### config.mk
export PLATFORM = sky130hd
export DESIGN_NAME = airi5c_spram_scheduler
export DESIGN_NICKNAME = d
export VERILOG_FILES = /design/src/rtl/airi5c_spram_scheduler.sv
export SDC_FILE = /design/constraint.sdc
export NUM_CORES = 1
export LEC_CHECK = 0
export BUFFER_PORTS_ARGS = -buffer_cell sky130_fd_sc_hd__buf_4
export CAP_MARGIN = 20
export CORE_AREA = 2 2 102 104
export CTS_CLUSTER_SIZE = 8
export DETAILED_ROUTE_END_ITERATION = 10
export DIE_AREA = 0 0 104 106
export GPL_ROUTABILITY_DRIVEN = 0
export PLACE_DENSITY = 0.75
export SYNTH_ARGS = -nofsm -noshare
export SYNTH_HDL_FRONTEND = slang
export SYNTH_SLANG_ARGS = --single-unit
export TNS_END_PERCENT = 1
### constraint.sdc
create_clock -name clk -period 4.9 [get_ports clk]
set_input_delay 0.245 -clock clk [delete_from_list [all_inputs] [get_ports clk]]
set_output_delay 0.245 -clock clk [all_outputs]
set_load 0.005 [all_outputs]
### src/rtl/airi5c_spram_scheduler.sv
// rtl/airi5c_spram_scheduler.sv - shares one single-port SRAM between the imem and dmem AHB-Lite ports
module airi5c_spram_scheduler #(
    parameter int         ADDR_WIDTH  = 16,
    parameter logic [1:0] REGION      = 2'b10,
    parameter int         MAX_DSTREAK = 4
) (
    input  logic                  clk,
    input  logic                  reset,
    input  logic [31:0]           imem_haddr,
    input  logic                  imem_hwrite,
    input  logic [2:0]            imem_hsize,
    input  logic [1:0]            imem_htrans,
    output logic [31:0]           imem_hrdata,
    output logic                  imem_hready,
    output logic                  imem_hresp,
    input  logic [31:0]           dmem_haddr,
    input  logic                  dmem_hwrite,
    input  logic [2:0]            dmem_hsize,
    input  logic [1:0]            dmem_htrans,
    input  logic [31:0]           dmem_hwdata,
    output logic [31:0]           dmem_hrdata,
    output logic                  dmem_hready,
    output logic                  dmem_hresp,
    output logic                  sram_en,
    output logic [ADDR_WIDTH-1:0] sram_addr,
    output logic [3:0]            sram_we,
    output logic [31:0]           sram_wdata,
    input  logic [31:0]           sram_rdata
);

    typedef enum logic [2:0] {
        S_IDLE = 3'd0,
        S_WAIT = 3'd1,
        S_DONE = 3'd2,
        S_ERR1 = 3'd3,
        S_ERR2 = 3'd4
    } port_state_t;

    localparam logic [3:0] LP_MAX_DSTREAK = 4'(MAX_DSTREAK);

    port_state_t           r_i_state, r_d_state, w_i_next, w_d_next;
    logic [ADDR_WIDTH-1:0] r_i_addr;
    logic [ADDR_WIDTH+1:0] r_d_addr;
    logic                  r_d_write;
    logic [1:0]            r_d_size;
    logic [3:0]            r_streak;

    logic       w_i_ready, w_d_ready, w_i_capture, w_d_capture;
    logic       w_i_legal, w_d_legal, w_i_wait, w_d_wait;
    logic       w_i_issue, w_d_issue;
    logic [3:0] w_d_be;
    logic       w_unused;

    // Size/alignment legality shared by both ports; sizes above a word never reach SRAM.
    function automatic logic f_align_ok(input logic [2:0] size, input logic [1:0] a);
        case (size)
            3'd0:    f_align_ok = 1'b1;
            3'd1:    f_align_ok = ~a[0];
            3'd2:    f_align_ok = (a == 2'b00);
            default: f_align_ok = 1'b0;
        endcase
    endfunction

    assign w_i_legal   = f_align_ok(imem_hsize, imem_haddr[1:0]) && !imem_hwrite;
    assign w_d_legal   = f_align_ok(dmem_hsize, dmem_haddr[1:0]) && (dmem_haddr[31:30] == REGION);

    assign w_i_ready   = (r_i_state == S_IDLE) || (r_i_state == S_DONE) || (r_i_state == S_ERR2);
    assign w_d_ready   = (r_d_state == S_IDLE) || (r_d_state == S_DONE) || (r_d_state == S_ERR2);
    assign w_i_capture = imem_htrans[1] && w_i_ready;
    assign w_d_capture = dmem_htrans[1] && w_d_ready;

    assign w_i_wait    = (r_i_state == S_WAIT);
    assign w_d_wait    = (r_d_state == S_WAIT);

    // dmem wins conflicts until it has won MAX_DSTREAK in a row over a waiting imem.
    assign w_i_issue   = w_i_wait && (!w_d_wait || (r_streak == LP_MAX_DSTREAK));
    assign w_d_issue   = w_d_wait && !w_i_issue;

    assign imem_hready = w_i_ready;
    assign dmem_hready = w_d_ready;
    assign imem_hresp  = (r_i_state == S_ERR1) || (r_i_state == S_ERR2);
    assign dmem_hresp  = (r_d_state == S_ERR1) || (r_d_state == S_ERR2);
    assign imem_hrdata = sram_rdata;
    assign dmem_hrdata = sram_rdata;

    assign sram_en     = (w_i_issue || w_d_issue) && !reset;
    assign sram_addr   = w_i_issue ? r_i_addr : r_d_addr[ADDR_WIDTH+1:2];
    assign sram_we     = (w_d_issue && r_d_write && !reset) ? w_d_be : 4'b0000;
    assign sram_wdata  = dmem_hwdata;

    assign w_unused    = ^{imem_haddr[31:ADDR_WIDTH+2], imem_htrans[0], dmem_htrans[0],
                           dmem_haddr[29:ADDR_WIDTH+2]};

    // Byte lanes of the latched dmem write.
    always_comb begin
        w_d_be = 4'b1111;
        case (r_d_size)
            2'd0:    w_d_be = 4'b0001 << r_d_addr[1:0];
            2'd1:    w_d_be = 4'b0011 << {r_d_addr[1], 1'b0};
            default: w_d_be = 4'b1111;
        endcase
    end

    // imem port next state.
    always_comb begin
        w_i_next = r_i_state;
        case (r_i_state)
            S_IDLE, S_DONE, S_ERR2: w_i_next = w_i_capture ? (w_i_legal ? S_WAIT : S_ERR1) : S_IDLE;
            S_WAIT:                 w_i_next = w_i_issue ? S_DONE : S_WAIT;
            S_ERR1:                 w_i_next = S_ERR2;
            default:                w_i_next = S_IDLE;
        endcase
    end

    // dmem port next state.
    always_comb begin
        w_d_next = r_d_state;
        case (r_d_state)
            S_IDLE, S_DONE, S_ERR2: w_d_next = w_d_capture ? (w_d_legal ? S_WAIT : S_ERR1) : S_IDLE;
            S_WAIT:                 w_d_next = w_d_issue ? S_DONE : S_WAIT;
            S_ERR1:                 w_d_next = S_ERR2;
            default:                w_d_next = S_IDLE;
        endcase
    end

    // Port states and the imem starvation counter.
    always_ff @(posedge clk) begin
        if (reset) begin
            r_i_state <= S_IDLE;
            r_d_state <= S_IDLE;
            r_streak  <= 4'd0;
        end else begin
            r_i_state <= w_i_next;
            r_d_state <= w_d_next;
            if (w_i_issue || !w_i_wait) begin
                r_streak <= 4'd0;
            end else if (w_d_issue && (r_streak != LP_MAX_DSTREAK)) begin
                r_streak <= r_streak + 4'd1;
            end
        end
    end

    // Address-phase capture; the latched request is held until the port is ready again.
    always_ff @(posedge clk) begin
        if (w_i_capture) begin
            r_i_addr <= imem_haddr[ADDR_WIDTH+1:2];
        end
        if (w_d_capture) begin
            r_d_addr  <= dmem_haddr[ADDR_WIDTH+1:0];
            r_d_write <= dmem_hwrite;
            r_d_size  <= dmem_hsize[1:0];
        end
    end

endmodule

# Word-level counts from Yosys, hierarchy flattened
# Cells that the tools add are included.
dict set report totals {
  reg_bits 47
  input_bits 142
}
dict set report op_classes {
  n_addsub 1
  n_eq_ne 16
  shift 2
  n_mux 13
  bitwise 2
  reduce_logical 34
}
# cell count
set ops {}
lappend ops {{3-bit by 2-bit == test with 1-bit output, second input constant} 6}
lappend ops {{3-bit one-hot mux with 3 select lines} 2}
lappend ops {{16-bit two-way mux} 1}
lappend ops {{3-bit by 1-bit == test with 1-bit output, second input constant} 4}
lappend ops {{3-bit logical NOT} 4}
lappend ops {{2-bit two-way mux} 6}
lappend ops {{1-bit logical AND} 10}
lappend ops {{1-bit logical OR} 9}
lappend ops {{4-bit one-hot mux with 2 select lines} 1}
lappend ops {{3-bit == test, second input constant} 2}
lappend ops {{2-bit logical NOT} 3}
lappend ops {{1-bit one-hot mux with 3 select lines} 2}
lappend ops {{3-bit OR reduction} 2}
lappend ops {{1-bit logical NOT} 5}
lappend ops {{4-bit by 1-bit adder with 4-bit output, second input constant} 1}
lappend ops {{4-bit by 3-bit == test with 1-bit output, second input constant} 1}
lappend ops {{4-bit two-way mux} 1}
lappend ops {{4-bit by 3-bit inequality test with 1-bit output, second input constant} 1}
lappend ops {{1-bit by 2-bit left shift with 4-bit output, first input constant} 1}
lappend ops {{2-bit by 2-bit left shift with 4-bit output, first input constant} 1}
lappend ops {{2-bit by 1-bit == test with 1-bit output, second input constant} 1}
lappend ops {{2-bit == test, second input constant} 1}
lappend ops {{1-bit inverter} 2}
lappend ops {{2-bit OR reduction} 1}

# Logic depth before layout (Yosys ltp)
# Gate-level depths: netlist (run 1).
dict set report depth {
  word_depth 9
  mapped_depth 8
}

# Least setup slack after synthesis (run 1)
# OpenSTA, ideal clock, no wires.
dict set report synth_path {
  path_type {reg-to-output}
  start {reg r_d_state[0]}
  end {out sram_we[0]}
  arrival_ps 1586
  setup_slack_ps 3069
  stages_incl_launch_ff 8
  cell_sequence {dfxtp_1 or3b_1 clkbuf_2 o21a_1 buf_6 buf_8 nand3b_4 a21oi_1}
}
dict set report synth_between {
  elab_chain_len 9
}
# element line
set synth_lines {}
lappend synth_lines {{start, declared} 41} ;# port_state_t r_i_state, r_d_state, w_i_next, w_d_next;
lappend synth_lines {{start signal, assigned} 134} ;# r_d_state <= w_d_next;
lappend synth_lines {{3-bit by 1-bit == test with 1-bit output *} 73} ;# assign w_d_wait = (r_d_state == S_WAIT);
lappend synth_lines {{1-bit logical NOT} 76} ;# assign w_i_issue = w_i_wait && (!w_d_wait || (r_streak == LP_MAX_DSTREAK));
lappend synth_lines {{1-bit logical OR} 76}
lappend synth_lines {{1-bit logical AND} 76}
lappend synth_lines {{1-bit logical NOT} 77} ;# assign w_d_issue = w_d_wait && !w_i_issue;
lappend synth_lines {{1-bit logical AND *} 77}
lappend synth_lines {{1-bit logical AND * (2 in a row)} 88} ;# assign sram_we = (w_d_issue && r_d_write && !reset) ? w_d_be : 4'b0000;
lappend synth_lines {{4-bit two-way mux *} 88}
lappend synth_lines {{end, declared} 26} ;# output logic [3:0] sram_we,
# Every way passes the cells marked *; elsewhere a longest branch is shown, timed or not.

# Worst setup path in the final report (run 1)
dict set report layout_path {
  start {reg r_i_state[0]}
  end {out sram_addr[0]}
}
dict set report layout_between {
  elab_chain_len 3
}
# element line
set layout_lines {}
lappend layout_lines {{start, declared} 41}
lappend layout_lines {{start signal, assigned} 133} ;# r_i_state <= w_i_next;
lappend layout_lines {{3-bit by 1-bit == test with 1-bit output} 72} ;# assign w_i_wait = (r_i_state == S_WAIT);
lappend layout_lines {{1-bit logical AND} 76}
lappend layout_lines {{16-bit two-way mux} 87} ;# assign sram_addr = w_i_issue ? r_i_addr : r_d_addr[ADDR_WIDTH+1:2];
lappend layout_lines {{end, declared} 25} ;# output logic [ADDR_WIDTH-1:0] sram_addr,
# Every way passes these cells.

==> results of run 1 <==
cell usage in the layout (no fill, tap or decap), types with 3 or more instances in the layout:
cell type and count:
buf_4 74, edfxtp_1 37, a21oi_1 11, nor2_1 10, dfxtp_1 10, mux2_2 9, mux2_4 7, inv_1 5
o21ai_0 5, clkbuf_8 5, nand2b_1 4, o21a_1 3, nand3b_1 3
cells in the mapped netlist, drive strengths merged:
master  number  share of area [%]
o31ai        1               0.28
nor2b        1               0.23
and2         1               0.23
a21oi       11                2.1
nor4bb       2               0.75
nand2b       4               0.94
clkbuf       2               0.33
o21bai       1               0.28
nand3        1               0.19
o22ai        2               0.47
mux2i        1               0.38
nor3b        1               0.28
or4          1               0.28
o21ai        5               0.94
and3b        1               0.33
mux2        16                7.7
inv          5               0.70
nor3         2               0.38
o21a         3               0.84
nand2        2               0.28
edfxtp      37                 42
ha           2               0.94
buf         98                 28
a311o        1               0.38
nor2        10                1.4
nand3b       4                1.6
dfxtp       10                7.5
or3b         2               0.66
final timing paths:
| path | depth (start not counted) | slack (ns) | end | from |
|---|---|---|---|---|
| worst min register to register | 1 | 0.47 | r_streak[0]$_SDFFE_PP0P_ | r_streak[0]$_SDFFE_PP0P_ |
| worst min-delay path | 1 | 0.12 | r_i_addr[15]$_DFFE_PN_ | imem_haddr[17] |
| worst max-delay path | 4 | 2.06 | sram_addr[0] | r_i_state[0]$_SDFF_PP0_ |
| worst max register to register | 4 | 2.86 | r_i_state[1]$_SDFF_PP0_ | r_i_state[0]$_SDFF_PP0_ |
power groups by stage:
stage	Clock (mW)	Sequential, mW	Combinational, mW
detailed placement	0	0.475	0.111
floorplan	0	0.472	0.113
global placement	0	0.473	0.110
CTS	0.284	0.466	0.111
global route	0.300	0.469	0.119
finish	0.272	0.465	0.109
cell families (layout without fill, tap and decap cells):
logic type / Yosys count / in the layout / share of synthesized area, %
adders and majority gates: 2 / 2 / 0.9375
buffers and inverters: 105 / 87 / 29.02
and+or+nand+nor: 32 / 32 / 7.549
AOI/OAI and AO/OA: 24 / 24 / 5.251
DFF: 47 / 47 / 49.13
muxes: 17 / 17 / 8.111
layer usage:
layer | vias to the layer above | track usage (%)
li1 | 643 | -
met1 | 600 | 8.717
met2 | 147 | 17.48
met3 | 23 | 9.135
met4 | 0 | 4.537
met5 | - | 0
worst max-delay path, cell delays in order, from the launching register on:
cell and delay, ns:
dfxtp_1 0.42, nor3b_1 0.48, o21a_1 0.84, mux2_2 0.42, buf_4 0.14
stage by stage:
stage | hold WS (ns) | setup slack (ns)
final | 0.1219 | 2.056
after global routing | 0.1028 | 1.782
after CTS | 0.1076 | 2.006
after detailed placement | 0.4244 | 2.332
after global placement | 0.4231 | 2.384
after floorplan | 0.3439 | 3.069
area by class of cell:
cell class	instances	area share, %
clock buffers	5	2.506
clock inverters	3	1.412
inverters	5	0.6834
multi-input cells	75	21.23
flip-flops and latches	47	47.75
well taps	136	6.196
repair buffers	74	20.23
flip-flops by register name (all words and copies together) (netlist names):
register	flops
r_i_addr	16
r_d_size	2
r_i_state	3
r_d_state	3
r_d_write	1
r_streak	4
r_d_addr	18
==> impl_metrics.toml, run 1 <==
[run_status]
status = "finished clean"

[clock_tree]
cts_tree = "yes"
cts-hold-fix-buffers = 0
clkLatencyLatePin_ns = 0.29
clkSinkCount = 47
clkTransAtPathRegs_ns = 0.08
cts.repair.resized = 0
post-cts-setup-buffers = 0
cts_made_buffers = 5
clk_path_buf_depth = 2
root_buffer = "clkbuf_8"
htree_levels = 2

[sta]
final-hold-violation-count = 0
slew_headroom_pct = 36.42
maxSlewViolCount = 0
min_period_ns = 2.844
tightest_slew_ns = 0.9537
setup_viol = 0
max_freq_ghz = 0.3517
setup_tns_ns = 0
grt_setup_unrepaired = "no"
fin_skew_ns = 0.003847
finalCritPeriodShare_pct = 58.03

[cells_and_area]
seqCellArea_mm2 = 0.001311
stdcell_count = 345
design_area_mm2 = 0.002746
syn2layout_area_growth_pct = 2.907
fin_nets = 352
antenna_cells = 0
nFillCells = 1028
layout-drive-gt1-share_pct = 47.37
post-route-util_pct = 27.47
multi_input_comb_area_um2 = 583.1

[detailed_routing]
routed_wirelength_um = 5950
routedWlPerCell_um = 17.25
wl_met2_um = 2897
viasPerCell = 4.096
wl_met3_um = 1229
route.detailed.drc = 0
drtIter0Drc = 58
dr.max_layer_used = "met4"
vias = 1413
dr.pass1.iters = 6
final_antenna_net_count = 0
wl_met1_um = 1679

[die]
die_w_um = 104
die_area_mm2 = 0.01102
pin_count = 263
core_area_mm2 = 0.01000
start_util_pct = 26.69
num_rows = 37
die_y_um = 106

[grt]
grt_use_total_pct = 10.45
overflow = 0
grt_pass1_vias = 1447
antenna_found_initial = 0
grt_max_degree = 22
grt_pass1_wl_um = 8694

[pwr]
clockPowerShare_pct = 32.2
p_int_mw = 0.6717
p_seq_share_pct = 55.0
comb_power_share_pct = 12.8
p_leak_nw = 1.083
irDropWorstVdd_mv = 0.1813
powerDensity_mw_per_mm2 = 308.1
p_switching_mw = 0.1743
p_sw_share_pct = 20.61
total_power_mw = 0.8461

[worst_setup_path]
timing.setup.critical_path_class = "reg2out"
arrival_ns = 2.60
start_kind = "flip-flop"
worst_ep_required_time_ns = 4.66
crit_fanout = 19
worstSetupEndpointType = "output port"

[min_path]
hold_class = "in2reg"

[synth]
syn-cell-area_mm2 = 0.002669
synth.distinct_cells = 34
seq_area_frac_synth_pct = 49.13
syn_inst = 227
ys_ff_latch = 47
syn_nets = 371
yosys_warnings = 0
avgSynthCellArea_um2 = 11.76

[placed_design]
dp_hpwl_um = 4899
dp_cells = 337
dpl-instance-area_mm2 = 0.002639
io_buffer_count = 74

[job]
maxCapViolCount = 0
No activity file was read; power rests on OpenSTA's default activity.
==> run 2, diff against run 1 <==
- PLACE_DENSITY: 0.75 -> 0.77
- clock period: 4.9 -> 2.3 ns (I/O delays scaled with it)
==> run 2 against run 1 <==
Cell count rose by 11%. Register-to-register slack lost 2.2 ns. Clock skew about the same. Non-clock buffer count rose by 38. Sequential cell count unchanged.
==> impl_metrics.toml, run 2 (synthesis gave the netlist of run 1 again) <==
[worst_setup_path]
worst_ep_required_time_ns = 2.18
worstSetupEndpointType = "output port"
rr_worst_depth = 5
timing.setup.critical_path_class = "reg2out"
arrival_ns = 2.05
start_kind = "flip-flop"
crit_fanout = 15

[sta]
fin_skew_ns = 0.003607
finalCritPeriodShare_pct = 94.26
grt_setup_unrepaired = "no"
worst_slack_ns = 0.1320
max_freq_ghz = 0.4613
slew_headroom_pct = 75.19
setup_viol = 0
maxSlewViolCount = 0
setup_tns_ns = 0
whs_ns = 0.01109
min_period_ns = 2.168
final-hold-violation-count = 0
tightest_slew_ns = 0.3718

[run_status]
status = "finished clean"

[die]
die_area_mm2 = 0.01102
die_w_um = 104
start_util_pct = 26.69
core_area_mm2 = 0.01000
pin_count = 263
num_rows = 37
die_y_um = 106

[cells_and_area]
syn2layout_area_growth_pct = 18.10
antenna_cells = 0
regMostFlops = "r_d_addr"
final_cell_mix = "buf_4 (78), edfxtp_1 (37), dlygate4sd3_1 (33), a21oi_1 (11)"
nFillCells = 1004
fin_nets = 390
layout-drive-gt1-share_pct = 42.11
reg_top3 = "r_d_addr (18), r_i_addr (16), r_streak (4)"
final_common_cell = "buf_4"
largest_reg_flops = 18

[job]
maxCapViolCount = 0

[grt]
overflow = 0
grt_max_degree = 19
grt_use_total_pct = 10.88
antenna_found_initial = 0
grt_pass1_wl_um = 9190
grt_pass1_vias = 1671

[clock_tree]
clk_path_buf_depth = 2
clkTransAtPathRegs_ns = 0.08
clkLatencyLatePin_ns = 0.29
root_buffer = "clkbuf_8"
post-cts-setup-buffers = 0
clkSinkCount = 47
cts_made_buffers = 5
htree_levels = 2
cts.repair.resized = 0
cts_tree = "yes"

[pwr]
comb_power_share_pct = 14.9
powerDensity_mw_per_mm2 = 627.7
p_int_mw = 1.593
p_seq_share_pct = 50.1
p_leak_nw = 1.261
clockPowerShare_pct = 35.0
p_switching_mw = 0.3855
p_sw_share_pct = 19.49
irDropWorstVdd_mv = 0.4315

[detailed_routing]
routed_wirelength_um = 6439
routedWlPerCell_um = 16.81
viasPerCell = 4.128
dr.pass1.iters = 4
vias = 1581
final_antenna_net_count = 0
route.detailed.drc = 0
drtIter0Drc = 57

[min_path]
hold_depth = 1
hold_class = "in2reg"

[placed_design]
io_buffer_count = 74
dp_hpwl_um = 4617
dp_slack_ns = 0.4506
[run 2: changes by cell type in the layout (fill, tap and decap cells not counted), sizes merged]
cell,change
clkinv,-2
dlygate4sd3,+33
clkbuf,+1
bufinv,+1
buf,+5
[run 2: repair_timing]
action	in CTS	in global routing
setup endpoints to repair	0	0
endpoints found under the hold margin	33	0
hold buffers	33	0
[run 2: power by group through the flow]
stage / Combinational (mW) / Clock, mW / Sequential [mW]
floorplan: 0.240 / 0 / 1.00
global placement: 0.247 / 0 / 1.01
detailed placement: 0.249 / 0 / 1.01
CTS: 0.294 / 0.702 / 0.990
global route: 0.317 / 0.735 / 0.996
finish: 0.295 / 0.693 / 0.990
[run 2: final cells by class]
class	count	area (um2)	area share, %
multi-input cells	75	583.1	18.50
repair buffers	112	935.9	29.69
well taps	136	170.2	5.399
clock inverters	2	60.06	1.906
clock buffers	6	72.57	2.303
flip-flops and latches	47	1311	41.60
inverters	5	18.77	0.5955
[run 2: critical path, cell delays in order, from the launching register on]
cell	delay, ns
dfxtp_1	0.37
or3b_1	0.48
o21a_1	0.24
buf_4	0.21
mux2_4	0.32
buf_4	0.14
[run 2: routing by layer]
layer,up-vias,part of all wire [%],GRT usage [%]
met5,-,0.39,1.905
met4,2,2.1,3.861
met3,26,16,7.296
met2,144,52,20.16
met1,694,30,9.053
li1,715,-,-
[run 2: per-stage QoR]
step | cells | utilization, % | area (um2) | total power, mW
global placement | 342 | 26.89 | 2689 | 1.254
CTS | 383 | 31.52 | 3152 | 1.987
floorplan | 227 | - | 2669 | 1.245
detailed placement | 342 | 26.89 | 2689 | 1.259
global route | 383 | 31.52 | 3152 | 2.048
finish | 383 | 31.52 | 3152 | 1.978
[run 2: final timing paths]
check,start,end,slack [ns]
max,r_d_state[0]$_SDFF_PP0_,sram_addr[8],0.13
min,dmem_haddr[1],r_d_addr[1]$_DFFE_PN_,0.01
max reg2reg,r_d_state[0]$_SDFF_PP0_,r_i_state[1]$_SDFF_PP0_,0.68
min reg2reg,r_streak[0]$_SDFFE_PP0P_,r_streak[0]$_SDFFE_PP0P_,0.47
